--- config.mk ---
export PLATFORM = sky130hd
export DESIGN_NAME = btn_led_ctrl_flat
export DESIGN_NICKNAME = d
export VERILOG_FILES = /design/src/rtl/btn_led_ctrl_pkg.sv /design/src/rtl/btn_led_ctrl_if.sv /design/src/rtl/btn_debounce.sv /design/src/rtl/btn_led_ctrl.sv /design/src/flat_wrapper.sv
export SDC_FILE = /design/constraint.sdc
export NUM_CORES = 1
export LEC_CHECK = 0
export CORE_MARGIN = 5
export CORE_UTILIZATION = 49
export CTS_BUF_LIST = sky130_fd_sc_hd__clkbuf_8
export DETAILED_ROUTE_END_ITERATION = 8
export GPL_TIMING_DRIVEN = 0
export HOLD_SLACK_MARGIN = 0.06
export PLACE_DENSITY = 0.71
export SYNTH_ARGS = -nofsm -noshare
export SYNTH_HDL_FRONTEND = slang
export SYNTH_SLANG_ARGS = --single-unit
--- constraint.sdc ---
create_clock -name i_clk -period 3.2 [get_ports i_clk]
set_input_delay 0.8 -clock i_clk [delete_from_list [all_inputs] [get_ports i_clk]]
set_output_delay 0.8 -clock i_clk [all_outputs]
set_load 0.1 [all_outputs]
--- src/rtl/btn_led_ctrl_pkg.sv ---
// btn_led_ctrl_pkg
//   Shared definitions for the push-button / LED blocks: mode encodings,
//   default timing constants (27 MHz board clock) and small helpers.
//   No ports (package).
package btn_led_ctrl_pkg;

  typedef enum logic [1:0] {
    MODE_OFF  = 2'd0,
    MODE_ON   = 2'd1,
    MODE_SLOW = 2'd2,
    MODE_FAST = 2'd3
  } mode_t;

  localparam int unsigned DEF_DEBOUNCE_CYCLES   = 270000;    // 10 ms
  localparam int unsigned DEF_SLOW_HALF         = 13500000;  // 0.5 s
  localparam int unsigned DEF_FAST_HALF         = 3375000;   // 125 ms
  localparam int unsigned DEF_LONG_PRESS_CYCLES = 27000000;  // 1 s

  // Width able to hold 0..n inclusive (never zero bits).
  function automatic int unsigned cnt_w(input int unsigned n);
    return (n < 1) ? 1 : $clog2(n + 1);
  endfunction

  // Short-press sequence OFF -> ON -> SLOW -> FAST -> OFF.
  function automatic mode_t next_mode(input mode_t m);
    mode_t r;
    case (m)
      MODE_OFF:  r = MODE_ON;
      MODE_ON:   r = MODE_SLOW;
      MODE_SLOW: r = MODE_FAST;
      default:   r = MODE_OFF;
    endcase
    return r;
  endfunction

endpackage

--- src/rtl/btn_led_ctrl_if.sv ---
// btn_led_ctrl_if
//   Button / LED pin bundle of the LED mode controller.
//   i_btn     : raw button, 1 = pressed (driven by the board side)
//   o_led     : LED pin, active-low
//   o_mode    : current mode
//   o_press   : one-cycle accepted-press pulse
//   o_trigger : one-cycle press-or-long-press pulse (logic analyzer)
//   master = board / stimulus side, slave = controller.
interface btn_led_ctrl_if;
  import btn_led_ctrl_pkg::*;

  logic  i_btn;
  logic  o_led;
  mode_t o_mode;
  logic  o_press;
  logic  o_trigger;

  modport master (output i_btn, input o_led, o_mode, o_press, o_trigger);
  modport slave  (input i_btn, output o_led, o_mode, o_press, o_trigger);
endinterface

--- src/rtl/btn_debounce.sv ---
// btn_debounce
//   Two-flop synchronizer plus counter debouncer for one raw button.
//   i_clk  : clock
//   i_rst  : asynchronous active-high reset
//   i_btn  : raw asynchronous button
//   btn_db : debounced level
//   rise   : one-cycle pulse, high the cycle after btn_db goes 0 -> 1
module btn_debounce
  import btn_led_ctrl_pkg::*;
#(
  parameter int unsigned DEBOUNCE_CYCLES = DEF_DEBOUNCE_CYCLES
) (
  input  logic i_clk,
  input  logic i_rst,
  input  logic i_btn,
  output logic btn_db,
  output logic rise
);

  localparam int unsigned CW = cnt_w(DEBOUNCE_CYCLES);
  localparam logic [CW-1:0] TERM = CW'(DEBOUNCE_CYCLES - 1);

  logic          sync_p0;
  logic          btn_s;
  logic [CW-1:0] cnt;

  always_ff @(posedge i_clk or posedge i_rst) begin
    if (i_rst) begin
      sync_p0 <= 1'b0;
      btn_s   <= 1'b0;
      btn_db  <= 1'b0;
      rise    <= 1'b0;
      cnt     <= '0;
    end else begin
      sync_p0 <= i_btn;
      btn_s   <= sync_p0;
      rise    <= 1'b0;
      // Any cycle of agreement restarts the stability window, so a
      // glitch shorter than DEBOUNCE_CYCLES never reaches TERM.
      if (btn_s == btn_db) begin
        cnt <= '0;
      end else if (cnt == TERM) begin
        btn_db <= btn_s;
        rise   <= btn_s;
        cnt    <= '0;
      end else begin
        cnt <= cnt + 1'b1;
      end
    end
  end

endmodule

--- src/rtl/btn_led_ctrl.sv ---
// btn_led_ctrl
//   Button-driven LED mode controller: debounced presses step the mode
//   OFF -> ON -> SLOW -> FAST -> OFF, a long hold forces OFF, and the
//   active-low LED is lit, dark, or blinked at the mode's half-period.
//   i_clk : clock (all logic on rising edge)
//   i_rst : asynchronous active-high reset
//   bus   : slave side of btn_led_ctrl_if (i_btn in; o_led, o_mode,
//           o_press, o_trigger out)
module btn_led_ctrl
  import btn_led_ctrl_pkg::*;
#(
  parameter int unsigned DEBOUNCE_CYCLES   = DEF_DEBOUNCE_CYCLES,
  parameter int unsigned SLOW_HALF         = DEF_SLOW_HALF,
  parameter int unsigned FAST_HALF         = DEF_FAST_HALF,
  parameter int unsigned LONG_PRESS_CYCLES = DEF_LONG_PRESS_CYCLES
) (
  input  logic           i_clk,
  input  logic           i_rst,
  btn_led_ctrl_if.slave  bus
);

  localparam int unsigned HW = cnt_w(LONG_PRESS_CYCLES);
  localparam int unsigned BLINK_MAX = (SLOW_HALF > FAST_HALF) ? SLOW_HALF : FAST_HALF;
  localparam int unsigned BW = cnt_w(BLINK_MAX);

  logic          btn_db;
  logic          btn_rise;
  logic [HW-1:0] hold_cnt;
  logic          long_evt;
  logic [BW-1:0] blink_cnt;
  logic [BW-1:0] half_m1;
  logic          phase;
  logic          lit;
  mode_t         mode;
  logic          led;
  logic          press;
  logic          trigger;

  btn_debounce #(.DEBOUNCE_CYCLES(DEBOUNCE_CYCLES)) u_debounce (
    .i_clk  (i_clk),
    .i_rst  (i_rst),
    .i_btn  (bus.i_btn),
    .btn_db (btn_db),
    .rise   (btn_rise)
  );

  // Hold counter saturates at LONG_PRESS_CYCLES; the long event fires on
  // the edge that brings it there, so exactly once per hold.
  assign long_evt = btn_db && (hold_cnt == HW'(LONG_PRESS_CYCLES - 1));

  always_ff @(posedge i_clk or posedge i_rst) begin
    if (i_rst) begin
      hold_cnt <= '0;
    end else if (!btn_db) begin
      hold_cnt <= '0;
    end else if (hold_cnt != HW'(LONG_PRESS_CYCLES)) begin
      hold_cnt <= hold_cnt + 1'b1;
    end
  end

  always_comb begin
    half_m1 = (mode == MODE_SLOW) ? BW'(SLOW_HALF - 1) : BW'(FAST_HALF - 1);
    lit     = (mode == MODE_ON) ||
              (((mode == MODE_SLOW) || (mode == MODE_FAST)) && !phase);
  end

  // Mode FSM with registered outputs; blink state restarts (lit) on
  // every mode event so each blinking mode begins with a full lit half.
  always_ff @(posedge i_clk or posedge i_rst) begin
    if (i_rst) begin
      mode      <= MODE_OFF;
      press     <= 1'b0;
      trigger   <= 1'b0;
      led       <= 1'b1;
      blink_cnt <= '0;
      phase     <= 1'b0;
    end else begin
      press   <= btn_rise;
      trigger <= btn_rise | long_evt;
      led     <= ~lit;
      if (btn_rise) begin
        mode      <= next_mode(mode);
        blink_cnt <= '0;
        phase     <= 1'b0;
      end else if (long_evt) begin
        mode      <= MODE_OFF;
        blink_cnt <= '0;
        phase     <= 1'b0;
      end else if ((mode == MODE_SLOW) || (mode == MODE_FAST)) begin
        if (blink_cnt == half_m1) begin
          blink_cnt <= '0;
          phase     <= ~phase;
        end else begin
          blink_cnt <= blink_cnt + 1'b1;
        end
      end else begin
        blink_cnt <= '0;
        phase     <= 1'b0;
      end
    end
  end

  assign bus.o_led     = led;
  assign bus.o_mode    = mode;
  assign bus.o_press   = press;
  assign bus.o_trigger = trigger;

endmodule
--- src/flat_wrapper.sv ---
// flat-port wrapper written by rule: the top's interface ports become plain ports
module btn_led_ctrl_flat import btn_led_ctrl_pkg::*;
#(
  parameter int unsigned DEBOUNCE_CYCLES   = DEF_DEBOUNCE_CYCLES,
  parameter int unsigned SLOW_HALF         = DEF_SLOW_HALF,
  parameter int unsigned FAST_HALF         = DEF_FAST_HALF,
  parameter int unsigned LONG_PRESS_CYCLES = DEF_LONG_PRESS_CYCLES
)
  (i_clk, i_rst, bus_i_btn, bus_o_led, bus_o_mode, bus_o_press, bus_o_trigger);
  btn_led_ctrl_if bus_i ();
  input  logic i_clk;
  input  logic i_rst;
  input wire logic [$bits(bus_i.i_btn)-1:0] bus_i_btn;
  output wire logic [$bits(bus_i.o_led)-1:0] bus_o_led;
  output wire logic [$bits(bus_i.o_mode)-1:0] bus_o_mode;
  output wire logic [$bits(bus_i.o_press)-1:0] bus_o_press;
  output wire logic [$bits(bus_i.o_trigger)-1:0] bus_o_trigger;
  assign bus_i.i_btn = bus_i_btn;
  assign bus_o_led = bus_i.o_led;
  assign bus_o_mode = bus_i.o_mode;
  assign bus_o_press = bus_i.o_press;
  assign bus_o_trigger = bus_i.o_trigger;
  btn_led_ctrl #(.DEBOUNCE_CYCLES(DEBOUNCE_CYCLES), .SLOW_HALF(SLOW_HALF), .FAST_HALF(FAST_HALF), .LONG_PRESS_CYCLES(LONG_PRESS_CYCLES)) u_core (.i_clk(i_clk), .i_rst(i_rst), .bus(bus_i));
endmodule
### Word-level counts from Yosys, hierarchy flattened

Cells that the tools add are included.

* add/subtract/negate cells: 3
* eq/ne operators: 10
* mux-type cells: 18
* bitwise gates (word level): 4
* reduce and logical (&&, ||, !) cells: 8

Operators with widths (count)
* $mux 24: 5
* $mux 25: 2
* $mux 19: 2
* $add 25x1->25 const B: 1
* $eq 25x25->1 const B: 1
* $ne 25x25->1 const B: 1
* $add 24x1->24 const B: 1
* $eq 24x24->1: 1
* $add 19x1->19 const B: 1
* $eq 19x19->1 const B: 1
* $mux 1: 6
* $pmux 2 s3: 1
* $eq 2x2->1 const B: 2
* $mux 2: 2
* $ne 4x3->1 const B: 1
* $not 1->1: 3
* $eq 2x1->1 const B: 1
* $logic_and 1x1->1: 2
* $logic_not 2->1: 1
* $logic_or 1x1->1: 2
* $ne 2x1->1 const B: 1
* $reduce_and 2->1: 1
* $reduce_bool 2->1: 1
* $eq 1x1->1: 1
* other kinds (2): 2

* register bits after elaboration: 78

### Logic depth before layout (Yosys ltp)

* depth in word-level cells: 7
* depth in mapped cells: 9
* mapped depth without buffers: 7

### Hierarchy

Synthesis repeated with hierarchy kept, for this count alone.

* cells, all modules: 398
* area total of the unflattened synthesis: 4015.1 sq um

By module, submodules not included
* btn_led_ctrl: instances 1, cells each 294, area an instance 2896.5 sq um, sequential area each 1377.6 sq um
* btn_debounce: instances 1, cells each 104, area an instance 1118.6 sq um, sequential area each 575.6 sq um

### Worst setup path before layout

Ideal clock, no wire load.

* kind: reg2reg
* from: register u_core.mode[0], in the netlist u_core.bus.o_mode[0]
* to: register u_core.blink_cnt[13]
* data arrival time: 2.893 ns
* path slack: 0.188 ns
* cell stages (with the launch flop): 10
* period minus slack after synthesis: 3.012 ns
* cell sequence: dfrtp_1 -> inv_1 -> ha_1 -> or4_1 -> o22a_1 -> a2111oi_4 -> or4_1 -> buf_4 -> buf_6 -> nor2_1

* word-level cells in the longest chain between the ends: 7
* elaborated cells between the ends (all ways): 9
* those cells by class: eq/ne: 3; mux: 5; reduce/logical: 1

Ends and longest elaborated chain
* start: declaration: RTL line btn_led_ctrl.sv:34 `mode_t mode;`
* start signal: assignment: RTL line btn_led_ctrl.sv:82 `mode <= next_mode(mode);`
* $eq 2x2->1: RTL line btn_led_ctrl.sv:62, btn_led_ctrl.sv:89
* $mux 24: RTL line btn_led_ctrl.sv:62 `half_m1 = (mode == MODE_SLOW) ? BW'(SLOW_HALF - 1) : BW'(FAST_HALF - 1);`
* $eq 24x24->1: RTL line btn_led_ctrl.sv:90 `if (blink_cnt == half_m1) begin`
* $mux 24: RTL line btn_led_ctrl.sv:90
* $mux 24 *: RTL line btn_led_ctrl.sv:89 `end else if ((mode == MODE_SLOW) || (mode == MODE_FAST)) begin`
* $mux 24 *: RTL line btn_led_ctrl.sv:85 `end else if (long_evt) begin`
* $mux 24 *: RTL line btn_led_ctrl.sv:81 `if (btn_rise) begin`
* end signal: assignment: RTL line btn_led_ctrl.sv:94 `blink_cnt <= blink_cnt + 1'b1;`
* end: declaration: RTL line btn_led_ctrl.sv:30 `logic [BW-1:0] blink_cnt;`

Every way passes the cells marked *; elsewhere a longest branch is shown, timed or not.
A chain may end at the register's enable or synchronous reset.

### Final worst setup path

* from: register u_core.led, in the netlist u_core.bus.o_led
* to: output bus_o_led

RTL lines
* start: declaration: RTL line btn_led_ctrl.sv:35 `logic led;`
* start signal: assignment: RTL line btn_led_ctrl.sv:80 `led <= ~lit;`
* end: declaration: RTL line flat_wrapper.sv:14 `output wire logic [$bits(bus_i.o_led)-1:0] bus_o_led;`

No word-level cell between the ends.

==> impl_results.md <==
* Status: complete, no violations
* Worst EP required at 2.40 ns
* Cells after DPL at 493
* Synthesized Nets at 394
* Post_cts resized at 0
* Die width at 98.8 µm
* Pwr/cell area at 413 nW/µm²
* Initial DRC Count at 107
* First-pass GRT wire length at 12.5 mm
* Sequential fraction of design power at 0.560
* Core footprint at 7690 µm²
* Final setup margin at 0.402 ns
* Die height at 98.8 µm
* Critical path buffer and inverter count at 1
* Post-CTS Setup Bufs at 0
* Worst vdd rail ir drop at 0.000251 V
* Initial Util at 0.502
* Synth unique cells at 40
* Layout cells sized above 1 at 0.0688
* GPL Wtd Cong at 0.818
* ANT nets after route at 0
* Synth async-reset ratio at 1.00
* Final Max Tran Viols at 0
* CP Capture Type: primary output
* Antenna violations before repair at 0
* Final Cycle Share at 0.874
* Crit-path cells: clkdlybuf4s50_1
* Cell leakage power at 1.72 nW
* Clock Power Share at 0.420
* Worst skew pair latency at 0.35 ns
* Via count at 2,686
* Post-synth EDFFs at 0
* Unrepaired setup endpoints after global routing: no
* WHS at 0.385 ns
* Delay-heaviest family, CP: buffers and inverters
* DP Worst Slack at 0.572 ns
* Largest net degree at the start of global routing at 64
* Fmax at 0.357 GHz
* Final wirelength at 6.91 mm
* Final Skew at 0.0114 ns
* Row count at 32
* Top-count cell post-synth: dfrtp_1
* Synthesized flop and latch total at 78
* Clk slew on worst S/H paths at 0.08 ns
* CTS root buffer: clkbuf_8
* DR WL/cell at 13.6 µm
* Gate Count Post-Synth at 383
* Vias/cell at 5.28
* CP Data Arrival Time at 2.00 ns
* Logic pwr share at 0.020
* Vias in the first global route at 2,660
* All-Layer GR Usage at 0.158
* Pint at 0.00138 W
* Synthesis Warnings at 0
* Worst-path fanout max at 1
* Relative slew slack at 0.156
* Worst slew pin tran at 1.25 ns
* Netlist Area Pre-Place at 3860 µm²
* P_sw at 0.000395 W
* Drt pass-1 iters at 4
* Avg Cell Area, Syn at 10.1 µm²
* Endpoints failing hold at 0
* Clk sinks at 78
* Finished Layout Cells at 509
* Post-synth top cells: dfrtp_1 (77), nor2_1 (58), xnor2_1 (36)
* Ys flop type: dfrtp_1
* TritonCTS Buffers at 9
* Critical-path top delay cell: clkdlybuf4s50_1
* Area contributors post-synth: dfrtp_1 (50%), xnor2_1 (8.2%), xor2_1 (5.9%)
* Post-synth top area cell: dfrtp_1
* Sequential area share after synthesis at 0.506
* Number of remaining DRC errors at 0
* H-tree depth at 3
* Synth top area share at 0.499
* Period minus WS final at 2.80 ns
* Area grow syn2layout at 11.1%
* IO Pins at 8
* Hold Path Class: flip-flop to flip-flop
* Cts hold-fix bufs at 0
* Detailed placer's ending HPWL at 4.70 mm
* Max Cap Viol at 0
* CP max stage delay at 1.12 ns
* Layout Nets at 413
* WS Path Type: flip-flop to primary output
* ANT cells at 0
* DIE AREA at 9760 µm²
* TritonCTS clock tree: built
* Total grt overflow at 0
* IO Port Bufs at 7
* Maximum clock insertion buffer count at 2
* Switching Fraction at 0.223
* Startpoint types: flip-flop
* Setup violators final at 0
state kept, by name (all words and copies together) (netlist names), 2 cells and up:
register,cells
u_core.blink_cnt,24
u_core.bus.o_mode,2
u_core.hold_cnt,25
u_core.u_debounce.cnt,19
power groups by stage:
stage	Sequential (W)	Combinational (W)	Clock [W]
after floorplan	0.00101	0.0000232	0
after global placement	0.00101	0.0000324	0
after detailed placement	0.00101	0.0000381	0
after CTS	0.000993	0.0000380	0.000760
after global routing	0.000994	0.0000430	0.000810
final	0.000993	0.0000358	0.000745
metal layers:
layer,GRT usage,vias up,part of all wire
met2,0.245,27,0.47
met1,0.218,1312,0.49
met4,0.0683,0,0.014
met3,0.0290,9,0.021
li1,-,1338,-
met5,0,-,0
path summary, 6_finish.rpt:
kind	start	to	slack [ns]	cells past startpoint
min in group asynchronous	i_rst	u_core.hold_cnt[2]	0.72	2
worst max-delay path	u_core.bus.o_led	bus_o_led	0.40	1
worst min-delay path	u_core.u_debounce.sync_p0	u_core.u_debounce.btn_s	0.38	0
worst max register to register	u_core.hold_cnt[0]	u_core.blink_cnt[22]	0.58	8
worst min register to register	u_core.u_debounce.sync_p0	u_core.u_debounce.btn_s	0.38	0
max in group asynchronous	i_rst	u_core.bus.o_led	1.87	3
stage by stage:
step / util / area, µm² / power (W) / setup TNS, ns
after floorplan: - / 3860 / 0.00103 / 0
after global placement: 0.528 / 4060 / 0.00105 / -61.08
after detailed placement: 0.532 / 4090 / 0.00105 / 0
after CTS: 0.558 / 4290 / 0.00179 / 0
after global routing: 0.558 / 4290 / 0.00185 / 0
final: 0.558 / 4290 / 0.00177 / 0
cells in the final DEF (no fill, tap or decap), types with 3 or more instances in the layout:
cell             netlist  layout
nor2_1                58      58
xnor2_1               36      36
xor2_1                26      26
nor3_1                12      12
and2_1                22      22
and4_1                 4       4
nor2b_1                3       3
or2_2                  3       3
clkbuf_1               6       6
o21ai_0                3       3
ha_1                   8       8
nor4b_1                5       5
inv_1                 11      11
clkdlybuf4s50_1        0       7
dfrtp_1               77      77
clkbuf_8               0      10
and3_1                 4       4
nand3_1               23      23
nor4_1                 6       6
nand4_1               18      18
nand2_1               31      31
final cells by class:
| class | count | area [µm²] |
|---|---|---|
| multi-input combinational | 285 | 1820 |
| clock inverter | 6 | 62.6 |
| inverter | 11 | 43.8 |
| clock buffer | 10 | 138 |
| buffer | 9 | 52.6 |
| timing repair buffer | 8 | 97.6 |
| tap | 102 | 128 |
| fill | 693 | 3400 |
| sequential | 78 | 1950 |
cell families after synthesis:
group           share of synthesized area
simple gates                        0.275
flops                               0.506
xor+xnor                            0.141
buf+inv                            0.0243
compound gates                     0.0230
fa+ha+maj                          0.0259
mux                               0.00551
(Power assumes the default switching activity.)
